===== config.mk =====
export PLATFORM = sky130hd
export DESIGN_NAME = iq_avg_seq_ctrl
export DESIGN_NICKNAME = d
export VERILOG_FILES = /design/src/rtl/iq_avg_seq_ctrl.sv
export SDC_FILE = /design/constraint.sdc
export NUM_CORES = 1
export LEC_CHECK = 0
export BUFFER_PORTS_ARGS = -buffer_cell sky130_fd_sc_hd__buf_4
export CELL_PAD_IN_SITES_DETAIL_PLACEMENT = 1
export CELL_PAD_IN_SITES_GLOBAL_PLACEMENT = 2
export CORE_UTILIZATION = 33
export CTS_CLUSTER_DIAMETER = 80
export DETAILED_ROUTE_END_ITERATION = 7
export PLACE_DENSITY = 0.86
export SYNTH_ARGS = -nofsm -noshare
export SYNTH_HDL_FRONTEND = slang
export SYNTH_SLANG_ARGS = --single-unit

===== constraint.sdc =====
create_clock -name user_clk -period 6.5 [get_ports user_clk]
set_clock_uncertainty 0.05 [all_clocks]
set_input_delay 0.325 -clock user_clk [delete_from_list [all_inputs] [get_ports user_clk]]
set_output_delay 0.325 -clock user_clk [all_outputs]
set_load 0.01 [all_outputs]

===== src/rtl/iq_avg_seq_ctrl.sv =====
// Sequencer for an I/Q frame averager: clears the accumulators, gates accumulation
// over 2^n frames, then sweeps the snapshot BRAM once per channel.
module iq_avg_seq_ctrl #(
  parameter int ADDR_W   = 9,
  parameter int MAX_LOG2 = 10
) (
  input  logic              user_clk,
  input  logic              user_rst_n,
  input  logic [31:0]       ctrl_word,
  input  logic              frame_sync,
  output logic              acc_clr,
  output logic              acc_en,
  output logic [3:0]        avg_shift,
  output logic              snap_we,
  output logic [ADDR_W-1:0] snap_addr,
  output logic              busy,
  output logic              done,
  output logic [31:0]       status_word
);

  typedef enum logic [2:0] {
    IDLE      = 3'd0,
    CLEAR     = 3'd1,
    WAIT_SYNC = 3'd2,
    ACC       = 3'd3,
    DUMP      = 3'd4
  } state_t;

  localparam logic [3:0]        MAX_SHIFT = 4'(MAX_LOG2);
  localparam logic [ADDR_W-1:0] LAST_ADDR = '1;

  state_t      state;
  logic        arm_q;
  logic        arm_live;
  logic [15:0] frame_cnt;

  logic        arm_edge;
  logic        abort;
  logic [3:0]  shift_req;
  logic [15:0] frame_target;
  logic        unused_ctrl_bits;

  // arm_live masks the first cycle after reset so an arm bit already high is not an edge
  assign arm_edge     = ctrl_word[0] & ~arm_q & arm_live;
  assign abort        = ctrl_word[1];
  assign shift_req    = (ctrl_word[7:4] > MAX_SHIFT) ? MAX_SHIFT : ctrl_word[7:4];
  assign frame_target = 16'd1 << avg_shift;
  assign unused_ctrl_bits = ^{ctrl_word[31:8], ctrl_word[3:2]};

  assign status_word = {frame_cnt, avg_shift, 1'b0, state, 6'b0, done, busy};

  always_ff @(posedge user_clk or negedge user_rst_n) begin
    if (!user_rst_n) begin
      state     <= IDLE;
      arm_q     <= 1'b0;
      arm_live  <= 1'b0;
      frame_cnt <= 16'd0;
      acc_clr   <= 1'b0;
      acc_en    <= 1'b0;
      avg_shift <= 4'd0;
      snap_we   <= 1'b0;
      snap_addr <= '0;
      busy      <= 1'b0;
      done      <= 1'b0;
    end else begin
      arm_q    <= ctrl_word[0];
      arm_live <= 1'b1;
      acc_clr  <= 1'b0;
      if (abort) begin
        state   <= IDLE;
        acc_en  <= 1'b0;
        snap_we <= 1'b0;
        busy    <= 1'b0;
        done    <= 1'b0;
      end else begin
        case (state)
          IDLE: begin
            if (arm_edge) begin
              avg_shift <= shift_req;
              frame_cnt <= 16'd0;
              done      <= 1'b0;
              acc_clr   <= 1'b1;
              busy      <= 1'b1;
              state     <= CLEAR;
            end
          end
          CLEAR: state <= WAIT_SYNC;
          WAIT_SYNC: begin
            if (frame_sync) begin
              acc_en <= 1'b1;
              state  <= ACC;
            end
          end
          ACC: begin
            if (frame_sync) begin
              frame_cnt <= frame_cnt + 16'd1;
              // the sync that closes the last frame also opens the dump
              if (frame_cnt + 16'd1 == frame_target) begin
                acc_en    <= 1'b0;
                snap_we   <= 1'b1;
                snap_addr <= '0;
                state     <= DUMP;
              end
            end
          end
          DUMP: begin
            if (snap_addr == LAST_ADDR) begin
              snap_we <= 1'b0;
              busy    <= 1'b0;
              done    <= 1'b1;
              state   <= IDLE;
            end else begin
              snap_addr <= snap_addr + ADDR_W'(1);
            end
          end
          default: begin
            busy  <= 1'b0;
            state <= IDLE;
          end
        endcase
      end
    end
  end

endmodule


**Word-level counts from Yosys, hierarchy flattened**

Index checks and enable logic that the tools add are counted.

- Register bits after elaboration: 39
- Word-level logic and storage cells: 85

- Add/subtract/negate cells: 2
- $lt $le $gt $ge: 1
- Eq/ne operators: 16
- Shift operators: 1
- Mux-type cells: 35
- Bitwise gates (word level): 4
- Reduce and logical (&&, ||, !) cells: 15

Operator list:

| kind | number |
|---|---|
| $mux 16 | 2 |
| $pmux 16 s2 | 1 |
| $mux 9 | 3 |
| $mux 3 | 6 |
| $pmux 9 s2 | 1 |
| $add 16x1->16 const B | 1 |
| $eq 16x16->1 | 1 |
| $mux 1 | 16 |
| $shl 1x4->16 const A | 1 |
| $ne 3x3->1 const B | 5 |
| $pmux 3 s5 | 1 |
| $reduce_and 4->1 | 3 |
| $reduce_and 5->1 | 2 |
| $add 9x1->9 const B | 1 |
| $eq 9x9->1 const B | 1 |
| $reduce_and 3->1 | 3 |
| $reduce_bool 3->1 | 3 |
| $ne 2x2->1 const B | 4 |
| $eq 3x2->1 const B | 2 |
| $pmux 1 s2 | 3 |
| $gt 4x4->1 const B | 1 |
| $mux 4 | 1 |
| $reduce_bool 2->1 | 2 |
| $eq 3x1->1 const B | 1 |
| 7 further kinds | 9 |

**Longest topological paths before layout**

Gate-level depths: netlist (run 1).

- Depth in word-level cells: 6
- Depth in mapped cells: 11

**Least setup slack after synthesis (run 1)**

OpenSTA, ideal clock, no wires.

- Path type: register to register
- Start point: register frame_cnt[1]
- End point: register acc_en
- Library setup time: 142 ps
- Data arrival time: 2,422 ps
- Data required time: 6,308 ps
- Path slack: 3,887 ps
- Cell stages (with the launch flop): 11
- Path buffers: 2
- Cell sequence: dfrtp_1 -> ha_1 -> buf_4 -> and3_1 -> buf_4 -> and2_2 -> xnor2_1 -> a2111oi_2 -> nand4_1 -> nor4_2 -> a211oi_1

- Word-level cells in the longest chain between the ends: 4

Ends and longest elaborated chain:

| element | RTL line | text |
|---|---|---|
| start: declaration | 35 | `logic [15:0] frame_cnt;` |
| start signal: assignment | 96 | `frame_cnt <= frame_cnt + 16'd1;` |
| $add 16x1->16 | 98 | `if (frame_cnt + 16'd1 == frame_target) begin` |
| $eq 16x16->1 | 98 |  |
| $ne 3x3->1 (no line) | - |  |
| $reduce_and 4->1 (no line) | - |  |
| end signal: assignment | 71 | `acc_en <= 1'b0;` |
| end signal: assignment | 90 | `acc_en <= 1'b1;` |
| end signal: assignment | 99 | `acc_en <= 1'b0;` |
| end: declaration | 12 | `output logic acc_en,` |

No other way between the ends.
A chain may end at the register's enable or synchronous reset.

**Worst setup path in the final report (run 1)**

- Start point: register frame_cnt[0]
- End point: register snap_addr[6]

- Word-level cells in the longest chain between the ends: 4

Ends and longest elaborated chain:

| element | RTL line | text |
|---|---|---|
| $add 16x1->16 | 98 |  |
| $eq 16x16->1 | 98 |  |
| $ne 2x2->1 (no line) | - |  |
| $reduce_and 5->1 (no line) | - |  |
| end signal: assignment | 113 | `snap_addr <= snap_addr + ADDR_W'(1);` |
| end: declaration | 15 | `output logic [ADDR_W-1:0] snap_addr,` |

No other way between the ends.

==> metrics.log, run 1 <==
INFO  metric num_antenna_cells = 0
INFO  metric slew_headroom = 50.6%
INFO  metric core = 8720 um2
INFO  metric clockPowerShare = 28.2%
INFO  metric routed-wl-met2 = 3.99 mm
INFO  metric routedWlPerCell = 17.1 um
INFO  metric worstSkewPairLatency = 300 ps
INFO  metric crit_required = 6620 ps
INFO  metric detailed_place_hpwl = 5.59 mm
INFO  metric clock_tree_root_driver_cell = sky130_fd_sc_hd__clkbuf_8
INFO  metric die_width = 97.0 um
INFO  metric initial_antenna_violation_count = 0
INFO  metric topRoutingLayerUsed = met4
INFO  metric cts_buffers = 5
INFO  metric wl = 8.23 mm
INFO  metric globalRouteTotalUtil = 18.2%
INFO  metric drc = 0
INFO  metric timing.critical_path.from_type = flip-flop
INFO  metric multi_input_area = 1720 um2
INFO  metric switching_power = 290 uW
INFO  metric max_freq = 316 MHz
INFO  metric placementRows = 34
INFO  metric endpoint_class_of_the_critical_path = flip-flop
INFO  metric switching_share = 36.8%
INFO  metric filler_cell_count = 1057
INFO  metric vias = 2736
INFO  metric drt.antenna.violating_nets = 0
INFO  metric async_flop_share = 100%
INFO  metric setup_violations = 0
INFO  metric final_layout_size_suffix_gt1_share = 22.8%
INFO  metric synthFlopType = sky130_fd_sc_hd__dfrtp_1
INFO  metric clock_tree.buffer_depth = 2
INFO  metric area_taken_by_flip_flops_and_latches = 976 um2
INFO  metric resize_count_post_cts = 0
INFO  metric gr-total-overflow = 0
INFO  metric cts_post_setup_buffers_inserted = 0
INFO  metric yosys_register_bits = 39
INFO  metric grt_pass1_wl = 14.1 mm
INFO  metric power.static_leakage = 1.43 nW
INFO  metric yosysUniqueCellTypes = 69
INFO  metric design.final.nets = 409
INFO  metric fin_crit_sh = 48.7%
INFO  metric synth_area = 2980 um2
INFO  metric die-area = 9420 um2
INFO  metric finalMaxSlewViolations = 0
INFO  metric clk_transition_reported_paths = 90 ps
INFO  metric synth_enable_flop_cells = 0
INFO  metric clock_tree.htree_level_count = 2
INFO  metric met3WireLength = 253 um
INFO  metric viasPerCell = 5.70
INFO  metric maxCapViolations = 0
INFO  metric yosysWarningCount = 0
INFO  metric die_h = 97.0 um
INFO  metric cp.arrival = 3290 ps
INFO  metric cell_internal_pwr = 499 uW
INFO  metric timing.setup.tns = 0 ps
INFO  metric detailedRoute.firstIterationViolations = 89
INFO  metric share_comb_of_total_power = 29.4%
INFO  metric tritoncts = built
INFO  metric ctsHoldBuffers = 1
INFO  metric rsz0062_at_grt = false
INFO  metric initial_utilization = 34.2%
INFO  metric synth.avg_cell_area = 8.69 um2
INFO  metric timing.hold.ws = 81.5 ps
INFO  metric final_hold_viol_count = 0
INFO  metric syn_to_layout_area_delta = 13.1%
INFO  metric wl_met1 = 3.93 mm
INFO  metric tightestPinTransition = 739 ps
INFO  metric sequential_cell_fraction_of_total_power = 42.3%
INFO  metric cellPowerDensity = 234 nW/um2
INFO  metric first_global_vias = 2698
INFO  metric clock_sink_count = 39
INFO  metric syn_inst = 343
INFO  metric seq_area_frac_synth = 32.7%
INFO  metric crit_path_kind = flip-flop to flip-flop
INFO  metric pin_count_of_the_biggest_net_entering_global_routing = 40
INFO  metric placer_s_final_routability_congestion_estimate = 0.735
INFO  metric worst_hold_path_type = primary input to flip-flop
INFO  metric io_pins = 85
INFO  metric vdd.ir_drop.worst = 135 uV
INFO  metric layout_min_cycle_time = 3170 ps
INFO  metric port_buffers = 51
INFO  metric status = finished, final reports clean
INFO  metric drt_pre_antenna_iters = 4
INFO  metric worstPathMaxFanout = 11
metrics by stage:
step / instance area (um2) / power [mW] / setup slack (ps) / utilization, % / instances
floorplan: 3000 / 0.493 / 3890 / - / 349
global placement: 3240 / 0.562 / 3410 / 37.2 / 471
detailed placement: 3240 / 0.572 / 3340 / 37.2 / 471
CTS: 3370 / 0.796 / 3320 / 38.6 / 480
global route: 3370 / 0.836 / 3070 / 38.6 / 480
finish: 3370 / 0.788 / 3330 / 38.6 / 480
state kept, by name, indices dropped and copies added (netlist names):
register   cells
acc_clr        1
acc_en         1
arm_live       1
arm_q          1
avg_shift      4
busy           1
done           1
frame_cnt     16
snap_addr      9
snap_we        1
state          3
cell families after synthesis:
logic type	Yosys count	synth area share, %
AO/OA/AOI/OAI	91	19.9
buffers and inverters	43	10.2
adder cells (fa/ha/maj)	3	1.26
other	2	0.252
flip-flops	39	32.7
XOR/XNOR	15	4.41
AND/OR/NAND/NOR	146	29.7
multiplexers	4	1.51
routing by layer:
metal | vias to the layer above | GRT usage [%]
li1 | 1304 | -
met2 | 51 | 30.6
met5 | - | 0
met1 | 1375 | 24.8
met3 | 6 | 2.53
met4 | 0 | 3.67
critical path, cell delays in order (launching register included):
cell,delay (ps)
sky130_fd_sc_hd__dfrtp_1,580
sky130_fd_sc_hd__ha_1,440
sky130_fd_sc_hd__nand3_1,250
sky130_fd_sc_hd__o21ai_0,290
sky130_fd_sc_hd__a31oi_1,140
sky130_fd_sc_hd__a2111oi_2,380
sky130_fd_sc_hd__nand4_1,250
sky130_fd_sc_hd__nor3_4,490
sky130_fd_sc_hd__o211ai_1,170
cell type report:
type                            instances  share of cell area [%]
Tap cell                              108                    4.01
Clock buffer                            5                    2.04
Clock inverter                          3                    1.41
Timing Repair Buffer                   53                    11.9
Sequential cell                        39                    29.0
Inverter                                5                   0.557
Multi-Input combinational cell        267                    51.1
worst paths after layout:
kind	start	to	slack (ps)	depth (start not counted)
max	frame_cnt[0]	snap_addr[6]	3330	8
min	ctrl_word[0]	arm_q	80	1
max reg2reg	frame_cnt[0]	snap_addr[6]	3330	8
min reg2reg	frame_cnt[15]	frame_cnt[15]	500	2
max in group asynchronous	user_rst_n	snap_addr[4]	5540	2
min in group asynchronous	user_rst_n	frame_cnt[3]	500	2
power by group through the flow:
stage / Combinational [mW] / Sequential (mW) / Clock (mW)
floorplan: 0.186 / 0.308 / 0
global placement: 0.227 / 0.335 / 0
detailed placement: 0.234 / 0.338 / 0
CTS: 0.236 / 0.334 / 0.227
global route: 0.258 / 0.342 / 0.236
finish: 0.232 / 0.334 / 0.223
cell usage in the layout, fill, tap and decap left out, types with 3 or more instances in the layout:
cell type,instances
sky130_fd_sc_hd__nor4bb_1,4
sky130_fd_sc_hd__ha_1,3
sky130_fd_sc_hd__a22oi_1,3
sky130_fd_sc_hd__nor4b_1,4
sky130_fd_sc_hd__xor2_1,3
sky130_fd_sc_hd__o31ai_1,9
sky130_fd_sc_hd__nand3_1,15
sky130_fd_sc_hd__o21ai_1,4
sky130_fd_sc_hd__buf_4,52
sky130_fd_sc_hd__clkbuf_8,5
sky130_fd_sc_hd__o211a_1,3
sky130_fd_sc_hd__o21ai_0,24
sky130_fd_sc_hd__nand4_1,4
sky130_fd_sc_hd__nor2_1,20
sky130_fd_sc_hd__o41ai_1,3
sky130_fd_sc_hd__o211ai_1,6
sky130_fd_sc_hd__nor3_1,8
sky130_fd_sc_hd__nor4_1,11
sky130_fd_sc_hd__and2_1,3
sky130_fd_sc_hd__or2_2,4
sky130_fd_sc_hd__a21oi_1,18
sky130_fd_sc_hd__a31oi_1,4
sky130_fd_sc_hd__a211oi_1,4
sky130_fd_sc_hd__and3_1,6
sky130_fd_sc_hd__conb_1,8
sky130_fd_sc_hd__xnor2_1,12
sky130_fd_sc_hd__nand4b_1,3
sky130_fd_sc_hd__nand2b_1,4
sky130_fd_sc_hd__inv_1,5
sky130_fd_sc_hd__nand2_1,36
sky130_fd_sc_hd__dfrtp_1,39
cells in the mapped netlist (all sizes together) (2+ instances only):
| master | count | area (um2) |
|---|---|---|
| dfrtp | 39 | 976 |
| nand2 | 37 | 141 |
| o21ai | 28 | 140 |
| buf | 23 | 176 |
| nor2 | 20 | 75.1 |
| a21oi | 18 | 90.1 |
| nand3 | 16 | 85.1 |
| clkbuf | 15 | 109 |
| nor4 | 13 | 103 |
| xnor2 | 12 | 105 |
| nor3 | 10 | 72.6 |
| o31ai | 9 | 67.6 |
| and3 | 7 | 45.1 |
| o211ai | 6 | 45.0 |
| inv | 5 | 18.8 |
| nand4 | 5 | 46.3 |
| a211oi | 4 | 30.0 |
| a31oi | 4 | 25.0 |
| and2 | 4 | 26.3 |
| nand2b | 4 | 25.0 |
| nor4b | 4 | 35.0 |
| nor4bb | 4 | 40.0 |
| or2 | 4 | 25.0 |
| a22oi | 3 | 22.5 |
| ha | 3 | 37.5 |
| mux2i | 3 | 33.8 |
| nand4b | 3 | 26.3 |
| o211a | 3 | 30.0 |
| o41ai | 3 | 26.3 |
| xor2 | 3 | 26.3 |
| a22o | 2 | 20.0 |
| and4 | 2 | 20.0 |
| conb | 2 | 7.51 |
| nand3b | 2 | 15.0 |
| nor3b | 2 | 25.0 |
| o21a | 2 | 15.0 |
| o32ai | 2 | 17.5 |
| or3 | 2 | 13.8 |
Note: power is estimated with default switching activity, not from simulation.
==> inputs of run 2 (changes only) <==
--- a/config.mk
+++ b/config.mk
@@ -8,10 +8,10 @@
 export BUFFER_PORTS_ARGS = -buffer_cell sky130_fd_sc_hd__buf_4
 export CELL_PAD_IN_SITES_DETAIL_PLACEMENT = 1
 export CELL_PAD_IN_SITES_GLOBAL_PLACEMENT = 2
-export CORE_UTILIZATION = 33
+export CORE_UTILIZATION = 28
 export CTS_CLUSTER_DIAMETER = 80
 export DETAILED_ROUTE_END_ITERATION = 7
-export PLACE_DENSITY = 0.86
+export PLACE_DENSITY = 0.78
 export SYNTH_ARGS = -nofsm -noshare
 export SYNTH_HDL_FRONTEND = slang
 export SYNTH_SLANG_ARGS = --single-unit
==> constraint.sdc (replaced) <==
create_clock -name user_clk -period 2.6 [get_ports user_clk]
set_clock_uncertainty 0.05 [all_clocks]
set_input_delay 0.13 -clock user_clk [delete_from_list [all_inputs] [get_ports user_clk]]
set_output_delay 0.13 -clock user_clk [all_outputs]
set_load 0.01 [all_outputs]
==> metrics.log, run 2 (synthesis results as in run 1) <==
INFO  metric setup_violations = 0 (unchanged)
INFO  metric slew_headroom = 62.8% (+12 points)
INFO  metric critPathMostFrequentCell = sky130_fd_sc_hd__buf_4
INFO  metric timing.critical_path.slowest_stage_cell = sky130_fd_sc_hd__dfrtp_1
INFO  metric design.final.nets = 452 (+11%)
INFO  metric final_hold_viol_count = 0 (unchanged)
INFO  metric filler_cell_count = 1217 (+15%)
INFO  metric area_taken_by_flip_flops_and_latches = 985 um2 (+0.90%)
INFO  metric r2r.worst_path.cells = 10 (+2)
INFO  metric pin_count_of_the_biggest_net_entering_global_routing = 40 (unchanged)
INFO  metric final_cell_mix = sky130_fd_sc_hd__buf_4, sky130_fd_sc_hd__nand2_1, sky130_fd_sc_hd__dfrtp_1, sky130_fd_sc_hd__o21ai_0, sky130_fd_sc_hd__nor2_1
INFO  metric min_from = ctrl_word[1]
INFO  metric cts_buffers = 5 (unchanged)
INFO  metric multi_input_area = 1790 um2 (+3.8%)
INFO  metric worstSetupStartpoint = frame_cnt[0]
INFO  metric timing.critical_path.cells = buf_6, nand4_4, buf_4, o211a_1, o41ai_2, o31ai_2, o211ai_1, nor4_2, buf_4, a211oi_1
INFO  metric clock_sink_count = 39 (unchanged)
INFO  metric holdPathStages = 2 (+1)
INFO  metric grt_busiest_layer = met2
INFO  metric worst-path-buf-inv = 3 (+3)
INFO  metric cp.arrival = 2660 ps (-630 ps)
INFO  metric rr_startpoint = frame_cnt[0]
INFO  metric crit_path_kind = flip-flop to flip-flop
INFO  metric detailed_place_hpwl = 6.56 mm (+17%)
INFO  metric status = finished, final reports clean
INFO  metric tightestPinTransition = 550 ps (-189 ps)
INFO  metric total_power = 2.00 mW (+150%)
INFO  metric crit_required = 2760 ps (-3860 ps)
INFO  metric die_width = 105 um (+8.4%)
INFO  metric drt_pre_antenna_iters = 4 (unchanged)
INFO  metric largest_reg_flops = 16 (unchanged)
INFO  metric tritoncts = built
INFO  metric maxCapViolations = 0 (unchanged)
INFO  metric first_global_vias = 2912 (+7.9%)
INFO  metric setup_ws = 103 ps (-3230 ps)
INFO  metric grt.met2_usage = 28.9% (-1.7 points)
INFO  metric finished_core_util = 36.9% (-1.8 points)
INFO  metric layout_min_cycle_time = 2500 ps (-669 ps)
INFO  metric power.static_leakage = 1.64 nW (+14%)
INFO  metric die_h = 105 um (+8.4%)
INFO  metric place_inst = 537 (+14%)
INFO  metric layout_top_registers = frame_cnt (16), snap_addr (9), avg_shift (4)
INFO  metric critical_path.max_stage_delay = 410 ps (-170 ps)
INFO  metric num_antenna_cells = 0 (unchanged)
INFO  metric crit_family = compound AO/OA/AOI/OAI gates
INFO  metric globalRouteTotalUtil = 16.9% (-1.3 points)
INFO  metric worstPathMaxFanout = 10 (-1)
INFO  metric detailedRoute.firstIterationViolations = 57 (-36%)
INFO  metric worstSkewPairLatency = 300 ps (about the same)
INFO  metric grt_pass1_wl = 15.0 mm (+6.6%)
INFO  metric port_buffers = 51 (unchanged)
INFO  metric dpl_worst_slack = 23.1 ps (-3310 ps)
INFO  metric finalMaxSlewViolations = 0 (unchanged)
INFO  metric core = 10300 um2 (+18%)
INFO  metric fin_crit_sh = 96.0% (+47 points)
INFO  metric clock_tree_root_driver_cell = sky130_fd_sc_hd__clkbuf_8
INFO  metric clock_tree.buffer_depth = 2 (unchanged)
INFO  metric syn_to_layout_area_delta = 27.7%
INFO  metric io_pins = 85 (unchanged)
INFO  metric drt.antenna.violating_nets = 0 (unchanged)
INFO  metric clock_tree.htree_level_count = 2 (unchanged)
INFO  metric initial_utilization = 28.9% (-5.3 points)
INFO  metric placementRows = 37 (+8.8%)
INFO  metric clk_transition_reported_paths = 80 ps (about the same)
INFO  metric initial_antenna_violation_count = 0 (unchanged)
INFO  metric timing.critical_path.from_type = flip-flop
INFO  metric cellPowerDensity = 526 nW/um2 (+120%)
INFO  metric top_register = frame_cnt
INFO  metric die-area = 11100 um2 (+17%)
INFO  metric layout.cells.non_filler = 551 (+15%)
INFO  metric placer_s_final_routability_congestion_estimate = 0.787 (+7.0%)
INFO  metric max_freq = 400 MHz (+27%)
INFO  metric worst_hold_path_type = primary input to flip-flop
INFO  metric routedWlPerCell = 16.3 um (-4.8%)
INFO  metric gr-total-overflow = 0 (unchanged)
INFO  metric vias = 2921 (+6.8%)
INFO  metric rsz0062_at_grt = true
INFO  metric layout_commonest_cell = sky130_fd_sc_hd__buf_4
INFO  metric drc = 0 (unchanged)
INFO  metric endpoint_class_of_the_critical_path = flip-flop
INFO  metric met1_usage = 22.3% (-2.5 points)
INFO  metric global_route.usage.met3 = 2.62% (+0.091 points)
INFO  metric timing.hold.ws = 30.9 ps (-50.6 ps)
INFO  metric final_layout_size_suffix_gt1_share = 34.7% (+12 points)
INFO  metric viasPerCell = 5.30 (-7.0%)
INFO  metric reg2reg_slack = 100 ps (-3230 ps)
INFO  metric wl = 8.99 mm (+9.2%)
INFO  metric vdd.ir_drop.worst = 239 uV (+77%)
INFO  metric cp_num_cells = 10 (+2)
run 2: cell count changes in the layout (fill, tap and decap cells not counted), sizes merged:
cell / delta
dlygate4sd3: +1
bufinv: -1
clkinvlp: +1
clkbuf: +2
buf: +42
clkinv: -1
inv: -1
run 2: metrics by stage:
step,TNS (ps),instance area (um2)
after floorplan,-10.6,3000
after global placement,0,3580
after detailed placement,0,3580
after CTS,0,3710
after global routing,-137,3810
final,0,3810
run 2: what timing repair did:
action | in CTS | in global routing
setup endpoints to repair | 6 | 14
resized for setup | 2 | 17
pin swaps | 0 | 6
hold buffers | 2 | 0
setup buffers | 0 | 4
endpoints found under the hold margin | 40 | 0
run 2: report_power, final:
group	switching, mW	internal (mW)
Clock	0.239	0.242
Sequential	0.104	0.667
Combinational	0.372	0.377
run 2: cell type report:
| class | count | area share [%] |
|---|---|---|
| multi-input cells | 267 | 47.0 |
| clock buffers | 7 | 2.53 |
| repair buffers | 96 | 19.5 |
| flip-flops and latches | 39 | 25.9 |
| clock inverters | 1 | 0.197 |
| well taps | 136 | 4.47 |
| inverters | 5 | 0.493 |
run 2: final timing paths:
| kind | to |
|---|---|
| setup / recovery | acc_en |
| hold / removal | acc_en |
| setup reg to reg | acc_en |
| hold reg to reg | frame_cnt[15] |
| max in group asynchronous | snap_addr[0] |
| min in group asynchronous | frame_cnt[7] |
run 2: metal layers:
layer / vias up / part of all wire [%]
met1: 1477 / 45
met2: 50 / 51
met3: 8 / 3.1
met4: 0 / 1.1
met5: - / 0
li1: 1386 / -
==> inputs of run 3 (changes only) <==
--- a/config.mk
+++ b/config.mk
@@ -12,6 +12,7 @@
 export CTS_CLUSTER_DIAMETER = 80
 export DETAILED_ROUTE_END_ITERATION = 7
 export PLACE_DENSITY = 0.78
+export SETUP_SLACK_MARGIN = 0.4
 export SYNTH_ARGS = -nofsm -noshare
 export SYNTH_HDL_FRONTEND = slang
 export SYNTH_SLANG_ARGS = --single-unit
==> metrics.log, run 3 (synthesis results as in run 1) <==
INFO  metric detailed_place_hpwl = 6.54 mm (-0.21%)
INFO  metric tritoncts = built
INFO  metric power.static_leakage = 1.69 nW (+3.6%)
INFO  metric layout_commonest_cell = sky130_fd_sc_hd__buf_4
INFO  metric syn_to_layout_area_delta = 34.7%
INFO  metric drc = 0 (unchanged)
INFO  metric slew_headroom = 63.7% (+0.89 points)
INFO  metric timing.hold.ws = 17.9 ps (-13.1 ps)
INFO  metric switching_power = 780 uW (+9.1%)
INFO  metric clk_transition_reported_paths = 100 ps (+20 ps)
INFO  metric multi_input_area = 1940 um2 (+8.7%)
INFO  metric vias = 2859 (-2.1%)
INFO  metric filler_cell_count = 1214 (-0.25%)
INFO  metric worst_hold_path_type = primary input to flip-flop
INFO  metric tightestPinTransition = 545 ps (-5.54 ps)
INFO  metric crit_required = 2720 ps (-40 ps)
INFO  metric finalMaxSlewViolations = 0 (unchanged)
INFO  metric initial_antenna_violation_count = 0 (unchanged)
INFO  metric placer_s_final_routability_congestion_estimate = 0.776 (-1.4%)
INFO  metric sequential_cell_fraction_of_total_power = 36.2% (-2.3 points)
INFO  metric globalRouteTotalUtil = 17.0% (+0.058 points)
INFO  metric fin_crit_sh = 96.0% (about the same)
INFO  metric total_power = 2.16 mW (+8.0%)
INFO  metric timing.setup.tns = 0 ps (unchanged)
INFO  metric switching_share = 36.1% (+0.37 points)
INFO  metric maxCapViolations = 0 (unchanged)
INFO  metric initial_utilization = 28.9% (unchanged)
INFO  metric clock_tree.htree_level_count = 2 (unchanged)
INFO  metric finished_core_util = 38.9% (+2.0 points)
INFO  metric port_buffers = 51 (unchanged)
INFO  metric worstPathMaxFanout = 13 (+3)
INFO  metric clock_tree.buffer_depth = 2 (unchanged)
INFO  metric rr_startpoint = avg_shift[3]
INFO  metric die_h = 105 um (unchanged)
INFO  metric area_taken_by_flip_flops_and_latches = 986 um2 (+0.13%)
INFO  metric viasPerCell = 5.19 (-2.1%)
INFO  metric r2r.worst_path.cells = 8 (-2)
INFO  metric reg2reg_slack = 100 ps (about the same)
INFO  metric placementRows = 37 (unchanged)
INFO  metric max_freq = 401 MHz (about the same)
INFO  metric setup_violations = 0 (unchanged)
INFO  metric grt_pass1_wl = 15.0 mm (about the same)
INFO  metric clockPowerShare = 25.6% (+1.6 points)
INFO  metric drt_pre_antenna_iters = 4 (unchanged)
INFO  metric layout_top_registers = frame_cnt (16), snap_addr (9), avg_shift (4)
INFO  metric die-area = 11100 um2 (unchanged)
INFO  metric final_layout_size_suffix_gt1_share = 38.6% (+3.9 points)
INFO  metric die_width = 105 um (unchanged)
INFO  metric setup_ws = 105 ps (+1.74 ps)
INFO  metric clock_tree_root_driver_cell = sky130_fd_sc_hd__clkbuf_8
INFO  metric top_register = frame_cnt
INFO  metric routedWlPerCell = 16.5 um (+0.87%)
INFO  metric detailedRoute.firstIterationViolations = 66 (+16%)
INFO  metric rsz0062_at_grt = true
INFO  metric num_antenna_cells = 0 (unchanged)
INFO  metric largest_reg_flops = 16 (unchanged)
INFO  metric first_global_vias = 2911 (-0.034%)
INFO  metric crit_path_kind = flip-flop to flip-flop
INFO  metric vdd.ir_drop.worst = 289 uV (+21%)
INFO  metric dpl_worst_slack = -62.2 ps (-85.3 ps)
INFO  metric crit_end = acc_en
INFO  metric cellPowerDensity = 538 nW/um2 (+2.4%)
INFO  metric cp.arrival = 2620 ps (-40 ps)
INFO  metric endpoint_class_of_the_critical_path = flip-flop
INFO  metric r2r_end = acc_en
INFO  metric final_cell_mix = sky130_fd_sc_hd__buf_4, sky130_fd_sc_hd__nand2_1, sky130_fd_sc_hd__dfrtp_1, sky130_fd_sc_hd__o21ai_0, sky130_fd_sc_hd__nor2_1
INFO  metric drt.antenna.violating_nets = 0 (unchanged)
INFO  metric cts_buffers = 5 (unchanged)
INFO  metric worstSetupStartpoint = avg_shift[3]
INFO  metric timing.critical_path.from_type = flip-flop
INFO  metric share_comb_of_total_power = 38.2% (+0.7 points)
INFO  metric core = 10300 um2 (unchanged)
INFO  metric pin_count_of_the_biggest_net_entering_global_routing = 40 (unchanged)
INFO  metric layout_min_cycle_time = 2500 ps (-1.75 ps)
INFO  metric gr-total-overflow = 0 (unchanged)
INFO  metric io_pins = 85 (unchanged)
INFO  metric design.final.nets = 452 (unchanged)
INFO  metric status = finished, final reports clean
INFO  metric clock_sink_count = 39 (unchanged)
INFO  metric worstSkewPairLatency = 310 ps (about the same)
INFO  metric wl = 9.07 mm (+0.87%)
INFO  metric final_hold_viol_count = 0 (unchanged)
INFO  metric cell_internal_pwr = 1.38 mW (+7.3%)
run 3: layout make-up:
cell class                 count  share of cell area (%)
timing repair buffer          96                    19.5
sequential                    39                    24.6
clock inverter                 3                    1.15
tap                          136                    4.24
inverter                       5                   0.467
multi-input combinational    267                    48.4
clock buffer                   5                    1.71
run 3: worst max-delay path: stages, from the launching register on:
cell                        delay, ps
sky130_fd_sc_hd__dfrtp_2          480
sky130_fd_sc_hd__buf_12           170
sky130_fd_sc_hd__nor3b_2          330
sky130_fd_sc_hd__a31oi_2          180
sky130_fd_sc_hd__a2111oi_2        370
sky130_fd_sc_hd__nand4_1          190
sky130_fd_sc_hd__buf_6            170
sky130_fd_sc_hd__nor4_4           300
sky130_fd_sc_hd__a211oi_1         120
run 3: worst min-delay path by stage:
stage	depth (start not counted)	slack (ps)	to	start
global route	2	30	avg_shift[3]	ctrl_word[7]
finish	2	20	done	ctrl_word[1]
floorplan	0	-220	acc_clr	user_rst_n
detailed placement	1	110	frame_cnt[7]	user_rst_n
global placement	1	100	frame_cnt[7]	user_rst_n
CTS	2	10	busy	ctrl_word[1]
run 3: metal layers:
layer	part of all wire, %	global-route usage, %	up-vias
met5	0	0	-
met4	0.97	3.92	0
met3	2.8	2.81	10
met2	49	29.5	39
met1	47	21.8	1424
li1	-	-	1386
run 3: power by group through the flow:
stage	Combinational (mW)	Sequential (mW)	Clock, mW
2_1_floorplan	0.472	0.771	0
3_3_place_gp	0.724	0.781	0
3_5_place_dp	0.737	0.788	0
4_1_cts	0.788	0.777	0.568
5_1_grt	0.908	0.795	0.591
6_report	0.824	0.782	0.554
run 3: timing repair:
| action | in CTS | in global routing |
|---|---|---|
| endpoints found under the hold margin | 40 | 0 |
| pin swaps | 7 | 6 |
| endpoints found under the setup margin | 14 | 30 |
| buffers inserted | 4 | 4 |
| resized for setup | 20 | 25 |
| hold buffers | 2 | 0 |
run 3: through the flow:
stage / std cells / area [um2]
after floorplan: 349 / 3050
after global placement: 533 / 3600
after detailed placement: 533 / 3600
after CTS: 547 / 3870
after global routing: 551 / 4020
final: 551 / 4020
